--- src/rtl/decode_stage.sv ---
// RV32I/RV32E decode stage: turns a fetched word into registered control fields,
// flags illegal encodings, and stalls on RAW/WAW hazards against pending writebacks.
package decode_stage_pkg;
    typedef enum logic [3:0] {
        i_NOP  = 4'd0,
        i_ADD  = 4'd1,
        i_SUB  = 4'd2,
        i_SLL  = 4'd3,
        i_SLT  = 4'd4,
        i_SLTU = 4'd5,
        i_XOR  = 4'd6,
        i_SRL  = 4'd7,
        i_SRA  = 4'd8,
        i_OR   = 4'd9,
        i_AND  = 4'd10
    } alu_op_t;
endpackage

module decode_stage
    import decode_stage_pkg::*;
#(
    parameter int XLEN     = 32,
    parameter int NUM_REGS = 32,
    parameter bit SB_EN    = 1'b1
) (
    input  logic            clk,
    input  logic            rst,
    input  logic            in_valid,
    output logic            in_ready,
    input  logic [31:0]     in_instr,
    input  logic [XLEN-1:0] in_pc,
    output logic            out_valid,
    input  logic            out_ready,
    output logic [XLEN-1:0] out_pc,
    output logic [4:0]      out_rd,
    output logic [4:0]      out_rs1,
    output logic [4:0]      out_rs2,
    output alu_op_t         out_alu_op,
    output logic [3:0]      out_br_op,
    output logic [XLEN-1:0] out_imm,
    output logic            out_is_imm,
    output logic            out_reg_we,
    output logic            out_mem_re,
    output logic            out_mem_we,
    output logic [2:0]      out_mem_size,
    output logic            out_jal,
    output logic            out_jalr,
    output logic            out_lui,
    output logic            out_auipc,
    output logic            out_illegal,
    input  logic            flush,
    input  logic            wb_valid,
    input  logic [4:0]      wb_rd
);

    localparam logic [6:0] OPC_LOAD   = 7'b0000011;
    localparam logic [6:0] OPC_OP_IMM = 7'b0010011;
    localparam logic [6:0] OPC_AUIPC  = 7'b0010111;
    localparam logic [6:0] OPC_STORE  = 7'b0100011;
    localparam logic [6:0] OPC_OP     = 7'b0110011;
    localparam logic [6:0] OPC_LUI    = 7'b0110111;
    localparam logic [6:0] OPC_BRANCH = 7'b1100011;
    localparam logic [6:0] OPC_JALR   = 7'b1100111;
    localparam logic [6:0] OPC_JAL    = 7'b1101111;

    typedef struct packed {
        logic [XLEN-1:0] pc;
        logic [XLEN-1:0] imm;
        logic [4:0]      rd;
        logic [4:0]      rs1;
        logic [4:0]      rs2;
        alu_op_t         alu_op;
        logic [3:0]      br_op;
        logic [2:0]      mem_size;
        logic            is_imm;
        logic            reg_we;
        logic            mem_re;
        logic            mem_we;
        logic            jal;
        logic            jalr;
        logic            lui;
        logic            auipc;
        logic            illegal;
    } dec_t;

    logic [6:0]      opcode;
    logic [2:0]      funct3;
    logic [6:0]      funct7;
    logic [XLEN-1:0] imm_i, imm_s, imm_b, imm_u, imm_j, imm_sh;

    dec_t dec;
    dec_t out_q;
    logic legal, bad_idx, use_rs1, use_rs2, has_rd;
    logic hazard;
    logic in_fire;

    assign opcode = in_instr[6:0];
    assign funct3 = in_instr[14:12];
    assign funct7 = in_instr[31:25];

    assign imm_i  = XLEN'($signed(in_instr[31:20]));
    assign imm_s  = XLEN'($signed({in_instr[31:25], in_instr[11:7]}));
    assign imm_b  = XLEN'($signed({in_instr[31], in_instr[7], in_instr[30:25], in_instr[11:8], 1'b0}));
    assign imm_u  = XLEN'($signed({in_instr[31:12], 12'b0}));
    assign imm_j  = XLEN'($signed({in_instr[31], in_instr[19:12], in_instr[20], in_instr[30:21], 1'b0}));
    assign imm_sh = XLEN'(in_instr[24:20]);

    function automatic logic idx_bad(input logic [4:0] idx);
        return 32'(idx) >= NUM_REGS;
    endfunction

    always_comb begin
        dec      = '0;
        dec.pc   = in_pc;
        dec.rd   = in_instr[11:7];
        dec.rs1  = in_instr[19:15];
        dec.rs2  = in_instr[24:20];
        legal    = 1'b0;
        use_rs1  = 1'b0;
        use_rs2  = 1'b0;
        has_rd   = 1'b0;
        case (opcode)
            OPC_OP_IMM: begin
                use_rs1    = 1'b1;
                has_rd     = 1'b1;
                dec.is_imm = 1'b1;
                dec.imm    = imm_i;
                legal      = 1'b1;
                case (funct3)
                    3'b000: dec.alu_op = i_ADD;
                    3'b010: dec.alu_op = i_SLT;
                    3'b011: dec.alu_op = i_SLTU;
                    3'b100: dec.alu_op = i_XOR;
                    3'b110: dec.alu_op = i_OR;
                    3'b111: dec.alu_op = i_AND;
                    3'b001: begin
                        dec.alu_op = i_SLL;
                        dec.imm    = imm_sh;
                        legal      = (funct7 == 7'b0000000);
                    end
                    default: begin
                        dec.imm = imm_sh;
                        if (funct7 == 7'b0000000)
                            dec.alu_op = i_SRL;
                        else if (funct7 == 7'b0100000)
                            dec.alu_op = i_SRA;
                        else
                            legal = 1'b0;
                    end
                endcase
            end
            OPC_OP: begin
                use_rs1 = 1'b1;
                use_rs2 = 1'b1;
                has_rd  = 1'b1;
                legal   = 1'b1;
                case ({funct7, funct3})
                    10'b0000000_000: dec.alu_op = i_ADD;
                    10'b0100000_000: dec.alu_op = i_SUB;
                    10'b0000000_001: dec.alu_op = i_SLL;
                    10'b0000000_010: dec.alu_op = i_SLT;
                    10'b0000000_011: dec.alu_op = i_SLTU;
                    10'b0000000_100: dec.alu_op = i_XOR;
                    10'b0000000_101: dec.alu_op = i_SRL;
                    10'b0100000_101: dec.alu_op = i_SRA;
                    10'b0000000_110: dec.alu_op = i_OR;
                    10'b0000000_111: dec.alu_op = i_AND;
                    default:         legal      = 1'b0;
                endcase
            end
            OPC_LOAD: begin
                use_rs1      = 1'b1;
                has_rd       = 1'b1;
                dec.is_imm   = 1'b1;
                dec.imm      = imm_i;
                dec.alu_op   = i_ADD;
                dec.mem_re   = 1'b1;
                dec.mem_size = funct3;
                legal        = (funct3 == 3'b000) || (funct3 == 3'b001) || (funct3 == 3'b010) ||
                               (funct3 == 3'b100) || (funct3 == 3'b101);
            end
            OPC_STORE: begin
                use_rs1      = 1'b1;
                use_rs2      = 1'b1;
                dec.is_imm   = 1'b1;
                dec.imm      = imm_s;
                dec.alu_op   = i_ADD;
                dec.mem_we   = 1'b1;
                dec.mem_size = funct3;
                legal        = (funct3 <= 3'b010);
            end
            OPC_BRANCH: begin
                use_rs1    = 1'b1;
                use_rs2    = 1'b1;
                dec.imm    = imm_b;
                dec.alu_op = i_SUB;
                dec.br_op  = {1'b1, funct3};
                legal      = (funct3 != 3'b010) && (funct3 != 3'b011);
            end
            OPC_JALR: begin
                use_rs1    = 1'b1;
                has_rd     = 1'b1;
                dec.is_imm = 1'b1;
                dec.imm    = imm_i;
                dec.alu_op = i_ADD;
                dec.jalr   = 1'b1;
                legal      = (funct3 == 3'b000);
            end
            OPC_JAL: begin
                has_rd     = 1'b1;
                dec.is_imm = 1'b1;
                dec.imm    = imm_j;
                dec.alu_op = i_ADD;
                dec.jal    = 1'b1;
                legal      = 1'b1;
            end
            OPC_LUI, OPC_AUIPC: begin
                has_rd     = 1'b1;
                dec.is_imm = 1'b1;
                dec.imm    = imm_u;
                dec.alu_op = i_ADD;
                dec.lui    = (opcode == OPC_LUI);
                dec.auipc  = (opcode == OPC_AUIPC);
                legal      = 1'b1;
            end
            default: legal = 1'b0;
        endcase

        bad_idx = (use_rs1 && idx_bad(dec.rs1)) || (use_rs2 && idx_bad(dec.rs2)) ||
                  (has_rd && idx_bad(dec.rd));

        // Illegal words still travel down the pipe so execute can raise the trap.
        if (!legal || bad_idx) begin
            dec.illegal = 1'b1;
            dec.reg_we  = 1'b0;
            dec.mem_re  = 1'b0;
            dec.mem_we  = 1'b0;
            dec.alu_op  = i_NOP;
            dec.br_op   = 4'b0;
            dec.jal     = 1'b0;
            dec.jalr    = 1'b0;
            dec.lui     = 1'b0;
            dec.auipc   = 1'b0;
        end else begin
            dec.reg_we = has_rd && (dec.rd != 5'd0);
        end
    end

    generate
        if (SB_EN) begin : g_sb
            logic [31:0] busy;
            logic [31:0] busy_nxt;
            logic        rs1_busy, rs2_busy, rd_busy;

            // A writeback landing this cycle already frees its register.
            assign rs1_busy = busy[dec.rs1] && !(wb_valid && (wb_rd == dec.rs1));
            assign rs2_busy = busy[dec.rs2] && !(wb_valid && (wb_rd == dec.rs2));
            assign rd_busy  = busy[dec.rd]  && !(wb_valid && (wb_rd == dec.rd));

            assign hazard = !dec.illegal &&
                            ((use_rs1 && rs1_busy) || (use_rs2 && rs2_busy) || (dec.reg_we && rd_busy));

            always_comb begin
                busy_nxt = busy;
                if (wb_valid)
                    busy_nxt[wb_rd] = 1'b0;
                if (flush && out_valid && out_q.reg_we)
                    busy_nxt[out_q.rd] = 1'b0;
                if (in_fire && dec.reg_we)
                    busy_nxt[dec.rd] = 1'b1;
                busy_nxt[0] = 1'b0;
            end

            always_ff @(posedge clk or posedge rst) begin
                if (rst)
                    busy <= '0;
                else
                    busy <= busy_nxt;
            end
        end else begin : g_nosb
            assign hazard = 1'b0;
        end
    endgenerate

    // Handshake: a beat moves on a side only when valid && ready are both high in
    // the same cycle; valid never waits on ready, and held outputs do not change
    // while out_valid && !out_ready.
    assign in_ready = (!out_valid || out_ready) && !hazard && !flush;
    assign in_fire  = in_valid && in_ready;

    always_ff @(posedge clk or posedge rst) begin
        if (rst) begin
            out_valid <= 1'b0;
            out_q     <= '0;
        end else if (flush) begin
            out_valid <= 1'b0;
        end else if (in_fire) begin
            out_valid <= 1'b1;
            out_q     <= dec;
        end else if (out_ready) begin
            out_valid <= 1'b0;
        end
    end

    assign out_pc       = out_q.pc;
    assign out_rd       = out_q.rd;
    assign out_rs1      = out_q.rs1;
    assign out_rs2      = out_q.rs2;
    assign out_alu_op   = out_q.alu_op;
    assign out_br_op    = out_q.br_op;
    assign out_imm      = out_q.imm;
    assign out_is_imm   = out_q.is_imm;
    assign out_reg_we   = out_q.reg_we;
    assign out_mem_re   = out_q.mem_re;
    assign out_mem_we   = out_q.mem_we;
    assign out_mem_size = out_q.mem_size;
    assign out_jal      = out_q.jal;
    assign out_jalr     = out_q.jalr;
    assign out_lui      = out_q.lui;
    assign out_auipc    = out_q.auipc;
    assign out_illegal  = out_q.illegal;

endmodule

--- config.mk ---
export PLATFORM = sky130hd
export DESIGN_NAME = decode_stage
export DESIGN_NICKNAME = d
export VERILOG_FILES = /design/src/rtl/decode_stage.sv
export SDC_FILE = /design/constraint.sdc
export NUM_CORES = 1
export LEC_CHECK = 0
export BUFFER_PORTS_ARGS = -buffer_cell sky130_fd_sc_hd__buf_2
export CORE_MARGIN = 8
export CORE_UTILIZATION = 58
export DETAILED_ROUTE_END_ITERATION = 12
export PLACE_DENSITY = 0.86
export SYNTH_ARGS = -nofsm -noshare
export SYNTH_HDL_FRONTEND = slang
export SYNTH_SLANG_ARGS = --single-unit
export TNS_END_PERCENT = 10
--- constraint.sdc ---
create_clock -name clk -period 8.26 [get_ports clk]
set_input_delay 0.413 -clock clk [delete_from_list [all_inputs] [get_ports clk]]
set_output_delay 0.413 -clock clk [all_outputs]
set_load 0.1 [all_outputs]
==> results.py, run 1 <==
metrics = {
    "hold_path": {
        "hold_path_class": "input port to asynchronous set/reset pin",
    },
    "worst_setup_path": {
        "slowest_stage": "nor2b_4",
        "path_buf_inv": 2,
        "crit_path_start_kind": "input port",
        "reg2reg_from": "g_sb.busy[19]",
        "worstSetupEndpointType": "register",
        "r2r_slack_ns": 4.50,
        "critPathArrivalTime_ns": 4.70,
        "rr_worst_depth": 8,
        "worst_ep_required_time_ns": 8.56,
        "crit_chain": "buf_2 > and3b_1 > a22oi_2 > nor3b_2 > or4_1 > or2_1 > nor2b_4 > buf_4 > mux2_1",
        "r2r-end": "out_imm[0]",
        "crit_type": "input port to register",
        "crit_fanout": 64,
        "cpLargestDelayFamily": "simple AND/OR/NAND/NOR gates",
        "cpPeakStageDelay_ns": 0.90,
    },
    "timing": {
        "hold_viol_final": 0,
        "whs_ns": 0.119,
        "max_freq_ghz": 0.227,
        "tightest_slew_ns": 0.950,
        "skew_ns": 0.0106,
        "grt_setup_unrepaired": "no",
        "final.min_clock_period_ns": 4.40,
        "tns_ns": 0,
        "setup_viol": 0,
        "min_period_over_period_pct": 53.3,
        "slew_viol_final": 0,
        "relSlewSlack_pct": 36.5,
    },
    "flow_run": {
        "max_cap_violations": 0,
    },
    "synthesis": {
        "synthTopCellsByArea": "dfrtp_1 (46%), mux2_1 (8.5%), mux2i_1 (5.8%), o221ai_1 (3.9%), mux4_2 (3.8%)",
        "seq_area_frac_synth_pct": 45.6,
        "yosysTopAreaCell": "dfrtp_1",
        "synthArstFlopShare_pct": 100,
        "syn_inst": 670,
        "ys_types": 64,
        "synth_seq_cells": 131,
        "synth_top_area_share_pct": 45.6,
        "synth_warnings": 0,
        "synth_nets": 745,
        "synth_area_um2": 7190,
        "ys.flop_type": "dfrtp_1",
        "syn_area_per_cell_um2": 10.7,
        "synth_edf_count": 0,
    },
    "clocking": {
        "cts_buffer_depth": 2,
        "clk_pin_slew_worst_paths_ns": 0.06,
        "ctsResizeCount": 0,
        "post_cts_buffers": 0,
        "root_buffer": "clkbuf_16",
        "cts_tree": "yes",
        "clock_latency_ns": 0.43,
        "htreeDepth": 4,
        "cts_sinks": 131,
        "hold_buffers": 0,
        "cts_buffers": 17,
    },
    "drt": {
        "vias": 6502,
        "viasPerCell": 6.54,
        "drt-pass1-iter-count": 6,
        "drc": 0,
        "drt_iter0_drc": 735,
        "wire_per_inst_um": 23.4,
        "ant_nets": 0,
        "wirelength_um": 23300,
    },
    "global_routing": {
        "grt_max_degree": 72,
        "grt_overflow": 0,
        "grt_pass1_vias": 6607,
        "track_usage_pct": 28.8,
        "antenna_found_initial": 0,
        "grt_pass1_wl_um": 36500,
    },
    "outcome": {
        "status": "completed",
    },
    "pwr": {
        "power.density_nw_per_um2": 241,
        "leakage_nw": 3.98,
        "design_power_total_w": 0.00207,
        "ir_drop_uv": 117,
    },
    "floorplanning": {
        "die_w_um": 127,
        "num_rows": 40,
        "die_area_um2": 16200,
        "ioPinCount": 176,
        "initial_utilization_pct": 59.6,
        "core-area_um2": 12100,
        "die_h_um": 127,
    },
    "final_layout": {
        "final_cell_mix": "buf_2 (175), dfrtp_1 (131), mux2_1 (54)",
        "stdcell_count": 994,
        "fin_nets": 888,
        "antenna_cells": 0,
        "fillers": 874,
        "mostFrequentLayoutCell": "buf_2",
        "drive_gt1_share_pct": 28.7,
        "final_util_pct": 71.4,
        "area_growth_pct": 19.7,
    },
    "placement": {
        "gp_congestion": 0.979,
        "placement.io_buffers": 175,
        "hpwl_um": 16500,
        "dp.cells": 962,
    },
}
through the flow:
step                instance area [µm²]  worst slack, ns
finish                             8610             3.86
global route                       8610             3.56
CTS                                8610             3.90
detailed placement                 8020             3.45
global placement                   8020             3.67
floorplan                          7190             3.76
layer usage:
layer / GRT usage (%) / part of all wire, %
met4: 15.6 / 4.0
met2: 47.2 / 49
met3: 7.78 / 11
met1: 34.0 / 36
met5: 0 / 0
report_power, final:
| group | internal (W) | leakage, nW | switching, W | total [W] |
|---|---|---|---|---|
| combinational | 0.000103 | 1.98 | 0.000496 | 0.000599 |
| clock | 0.000456 | 0.281 | 0.000297 | 0.000753 |
| sequential | 0.000689 | 1.72 | 0.0000323 | 0.000721 |
how the worst max path moves through the flow:
stage                            start          to  slack (ns)  cells after the start
after CTS                  in_instr[4]  out_pc[19]        3.90                      9
after global routing       in_instr[4]  out_imm[0]        3.56                      9
after floorplan           in_instr[16]    in_ready        3.76                      9
final                      in_instr[4]  out_imm[0]        3.86                      9
after detailed placement   in_instr[4]  out_pc[19]        3.45                      9
after global placement     in_instr[4]  out_pc[18]        3.67                      9
Yosys cell counts (3+ instances only):
master and number:
o41ai_1 10, a21oi_1 29, and4_1 3, xnor2_1 3, nand2b_1 3, buf_1 3
mux4_2 12, nor2b_1 7, nand4b_1 4, nand3b_1 14, buf_2 13, clkbuf_1 28
nor4_1 4, nand3_1 11, a22o_1 5, or3b_2 8, o21ai_0 37, xor2_1 13
o221ai_1 32, nor3_1 6, inv_1 31, mux2i_1 42, nor2_1 23, mux2_1 54
o22ai_1 24, a32o_1 3, o2bb2ai_1 6, buf_6 10, or3_1 6, dfrtp_1 131
nand2_1 53
registers in the layout, indices dropped and copies added, names as in the netlist, 3 cells and up:
name          count
out_br_op         4
out_rd            5
out_rs1           5
out_rs2           5
out_mem_size      3
out_pc           32
g_sb.busy        31
out_alu_op        4
out_imm          32
area by class of cell:
type | count | area, µm² | area share, %
Clock buffer | 19 | 443 | 5.14
Clock inverter | 13 | 153 | 1.77
Inverter | 31 | 119 | 1.38
Multi-Input combinational cell | 454 | 3510 | 40.8
Sequential cell | 131 | 3280 | 38.1
Tap cell | 168 | 210 | 2.44
Timing Repair Buffer | 178 | 898 | 10.4
cells by family after synthesis:
| group | count (synthesis) | share of synthesized area [%] |
|---|---|---|
| AOI/OAI and AO/OA | 171 | 16.5 |
| xor gates and xnor gates | 16 | 1.95 |
| buffers and inverters | 85 | 5.70 |
| DFF | 131 | 45.6 |
| muxes | 110 | 18.4 |
| and+or+nand+nor | 157 | 11.9 |
(Power assumes the default switching activity.)
==> run 2: changes to the inputs <==
--- a/config.mk
+++ b/config.mk
@@ -7,9 +7,9 @@
 export LEC_CHECK = 0
 export BUFFER_PORTS_ARGS = -buffer_cell sky130_fd_sc_hd__buf_2
 export CORE_MARGIN = 8
-export CORE_UTILIZATION = 58
+export CORE_UTILIZATION = 49
 export DETAILED_ROUTE_END_ITERATION = 12
-export PLACE_DENSITY = 0.86
+export PLACE_DENSITY = 0.77
 export SYNTH_ARGS = -nofsm -noshare
 export SYNTH_HDL_FRONTEND = slang
 export SYNTH_SLANG_ARGS = --single-unit
==> constraint.sdc (replaced) <==
create_clock -name clk -period 3.57 [get_ports clk]
set_input_delay 0.1785 -clock clk [delete_from_list [all_inputs] [get_ports clk]]
set_output_delay 0.1785 -clock clk [all_outputs]
set_load 0.1 [all_outputs]
==> run 2 against run 1 <==
- combinational power up 140%
- global-route usage down 2.7 points
- sequential power up 130%
- clock power up 120%
- largest power group is now registers
==> results.py, run 2 (synthesized netlist as in run 1, its figures left out) <==
metrics = {
    "outcome": {
        "status": "completed",
    },
    "hold_path": {
        "hp-start": "in_instr[25]",
        "hold_path_class": "input port to register",
        "whs_path_depth": 3,
        "min_to": "out_imm[5]",
    },
    "timing": {
        "tns_ns": 0,
        "tightest_slew_ns": 0.808,
        "slew_viol_final": 0,
        "final.min_clock_period_ns": 3.19,
        "setup_viol": 0,
        "min_period_over_period_pct": 89.3,
        "grt_setup_unrepaired": "no",
        "relSlewSlack_pct": 45.7,
        "hold_viol_final": 0,
        "whs_ns": 0.0339,
        "max_freq_ghz": 0.314,
        "skew_ns": 0.0195,
    },
    "floorplanning": {
        "die_area_um2": 18800,
        "initial_utilization_pct": 49.9,
        "die_w_um": 137,
        "core-area_um2": 14400,
        "num_rows": 44,
        "ioPinCount": 176,
        "die_h_um": 137,
    },
    "global_routing": {
        "grt_pass1_vias": 6704,
        "grt_max_degree": 82,
        "antenna_found_initial": 2,
        "grt_overflow": 0,
        "track_usage_pct": 26.1,
        "grt_pass1_wl_um": 37600,
    },
    "final_layout": {
        "fin_nets": 931,
        "area_growth_pct": 25.6,
        "final_cell_mix": "buf_2 (175), dfrtp_1 (131), mux2_1 (54)",
        "drive_gt1_share_pct": 28.4,
        "mostFrequentLayoutCell": "buf_2",
        "fin_area_um2": 9040,
        "fillers": 1144,
        "stdcell_count": 1054,
    },
    "drt": {
        "wirelength_um": 24900,
        "drt_iter0_drc": 637,
        "wl_met2_um": 11900,
        "wl_met3_um": 3020,
        "wire_per_inst_um": 23.6,
        "drt-pass1-iter-count": 5,
        "vias": 6705,
        "wl_met1_um": 9200,
        "ant_nets": 0,
        "drc": 0,
        "viasPerCell": 6.36,
        "topRoutingLayerUsed": "met5",
    },
    "pwr": {
        "design_power_total_w": 0.00479,
        "ir_drop_uv": 326,
        "leakage_nw": 4.15,
        "power.density_nw_per_um2": 530,
    },
    "placement": {
        "placement.io_buffers": 175,
        "hpwl_um": 16100,
        "dp.cells": 987,
        "placed_cell_area_um2": 8130,
        "gp_congestion": 0.964,
    },
    "flow_run": {
        "max_cap_violations": 0,
    },
    "worst_setup_path": {
        "rr_worst_depth": 8,
        "r2r-end": "out_pc[12]",
        "crit_type": "register to output pin",
        "critPathArrivalTime_ns": 3.01,
        "worst_ep_required_time_ns": 3.39,
        "crit_path_start_kind": "register",
        "r2r_slack_ns": 0.63,
        "worstSetupEndpointType": "output pin",
        "crit_fanout": 4,
        "reg2reg_from": "g_sb.busy[25]",
    },
    "clocking": {
        "clock_latency_ns": 0.44,
        "cts_tree": "yes",
        "cts_buffers": 17,
        "ctsResizeCount": 0,
        "cts_sinks": 131,
        "cts_buffer_depth": 2,
        "htreeDepth": 4,
        "clk_pin_slew_worst_paths_ns": 0.06,
        "root_buffer": "clkbuf_16",
    },
}
[run 2: changes by cell type in the layout (fill, tap and decap cells not counted), sizes merged, moves of 2 or more]
| cell | change |
|---|---|
| buf | +9 |
| bufinv | -2 |
| clkbuf | -2 |
| clkinv | -3 |
| dlygate4sd3 | +34 |
| inv | +6 |
[run 2: final cells by class]
type,count,area (µm²),area share (%)
antenna,1,2.50,0.0277
clock buffer,17,425,4.71
clock inverter,15,135,1.50
inverter,31,120,1.33
multi-input combinational,454,3510,38.9
sequential,131,3280,36.3
tap,184,230,2.55
timing repair buffer,221,1330,14.7
[run 2: per-layer routing]
layer	vias up	track usage (%)
li1	2895	-
met1	3243	31.7
met2	477	42.4
met3	88	7.91
met4	2	10.9
met5	-	0
[run 2: worst max-delay path: stages, from the launching register on]
cell,delay [ns]
dfrtp_1,0.42
mux4_2,0.47
mux2i_1,0.28
nor2_1,0.07
o2111a_1,0.31
nor2_1,0.23
nand2_1,0.14
a21boi_1,0.19
buf_2,0.46
[run 2: how the worst max path moves through the flow]
stage	startpoint	endpoint	slack, ns	cells after the start
2_1_floorplan	in_instr[16]	in_ready	0.30	9
3_3_place_gp	in_instr[4]	out_rs1[1]	0.58	10
3_5_place_dp	in_instr[16]	out_pc[5]	0.48	9
4_1_cts	g_sb.busy[31]	in_ready	0.49	8
5_1_grt	g_sb.busy[31]	in_ready	0.38	8
6_report	g_sb.busy[25]	in_ready	0.38	8
[run 2: power by group]
group | switching [W] | total, W | internal (W)
Sequential | 0.0000893 | 0.00168 | 0.00159
Clock | 0.000759 | 0.00168 | 0.000918
Combinational | 0.00116 | 0.00143 | 0.000271
Total | 0.00201 | 0.00479 | 0.00278
[run 2: per-stage QoR]
step                setup WS [ns]  util [%]
finish                      0.382      62.6
global route                0.385      62.6
CTS                         0.492      62.6
detailed placement          0.484      56.4
global placement            0.575      56.4
floorplan                   0.299         -
[run 2: timing repair]
| action | 4_1_cts | 5_1_grt |
|---|---|---|
| setup buffers | 0 | 0 |
| hold buffers | 34 | 0 |
| hold endpoints to repair | 42 | 0 |
| setup endpoints to repair | 0 | 0 |
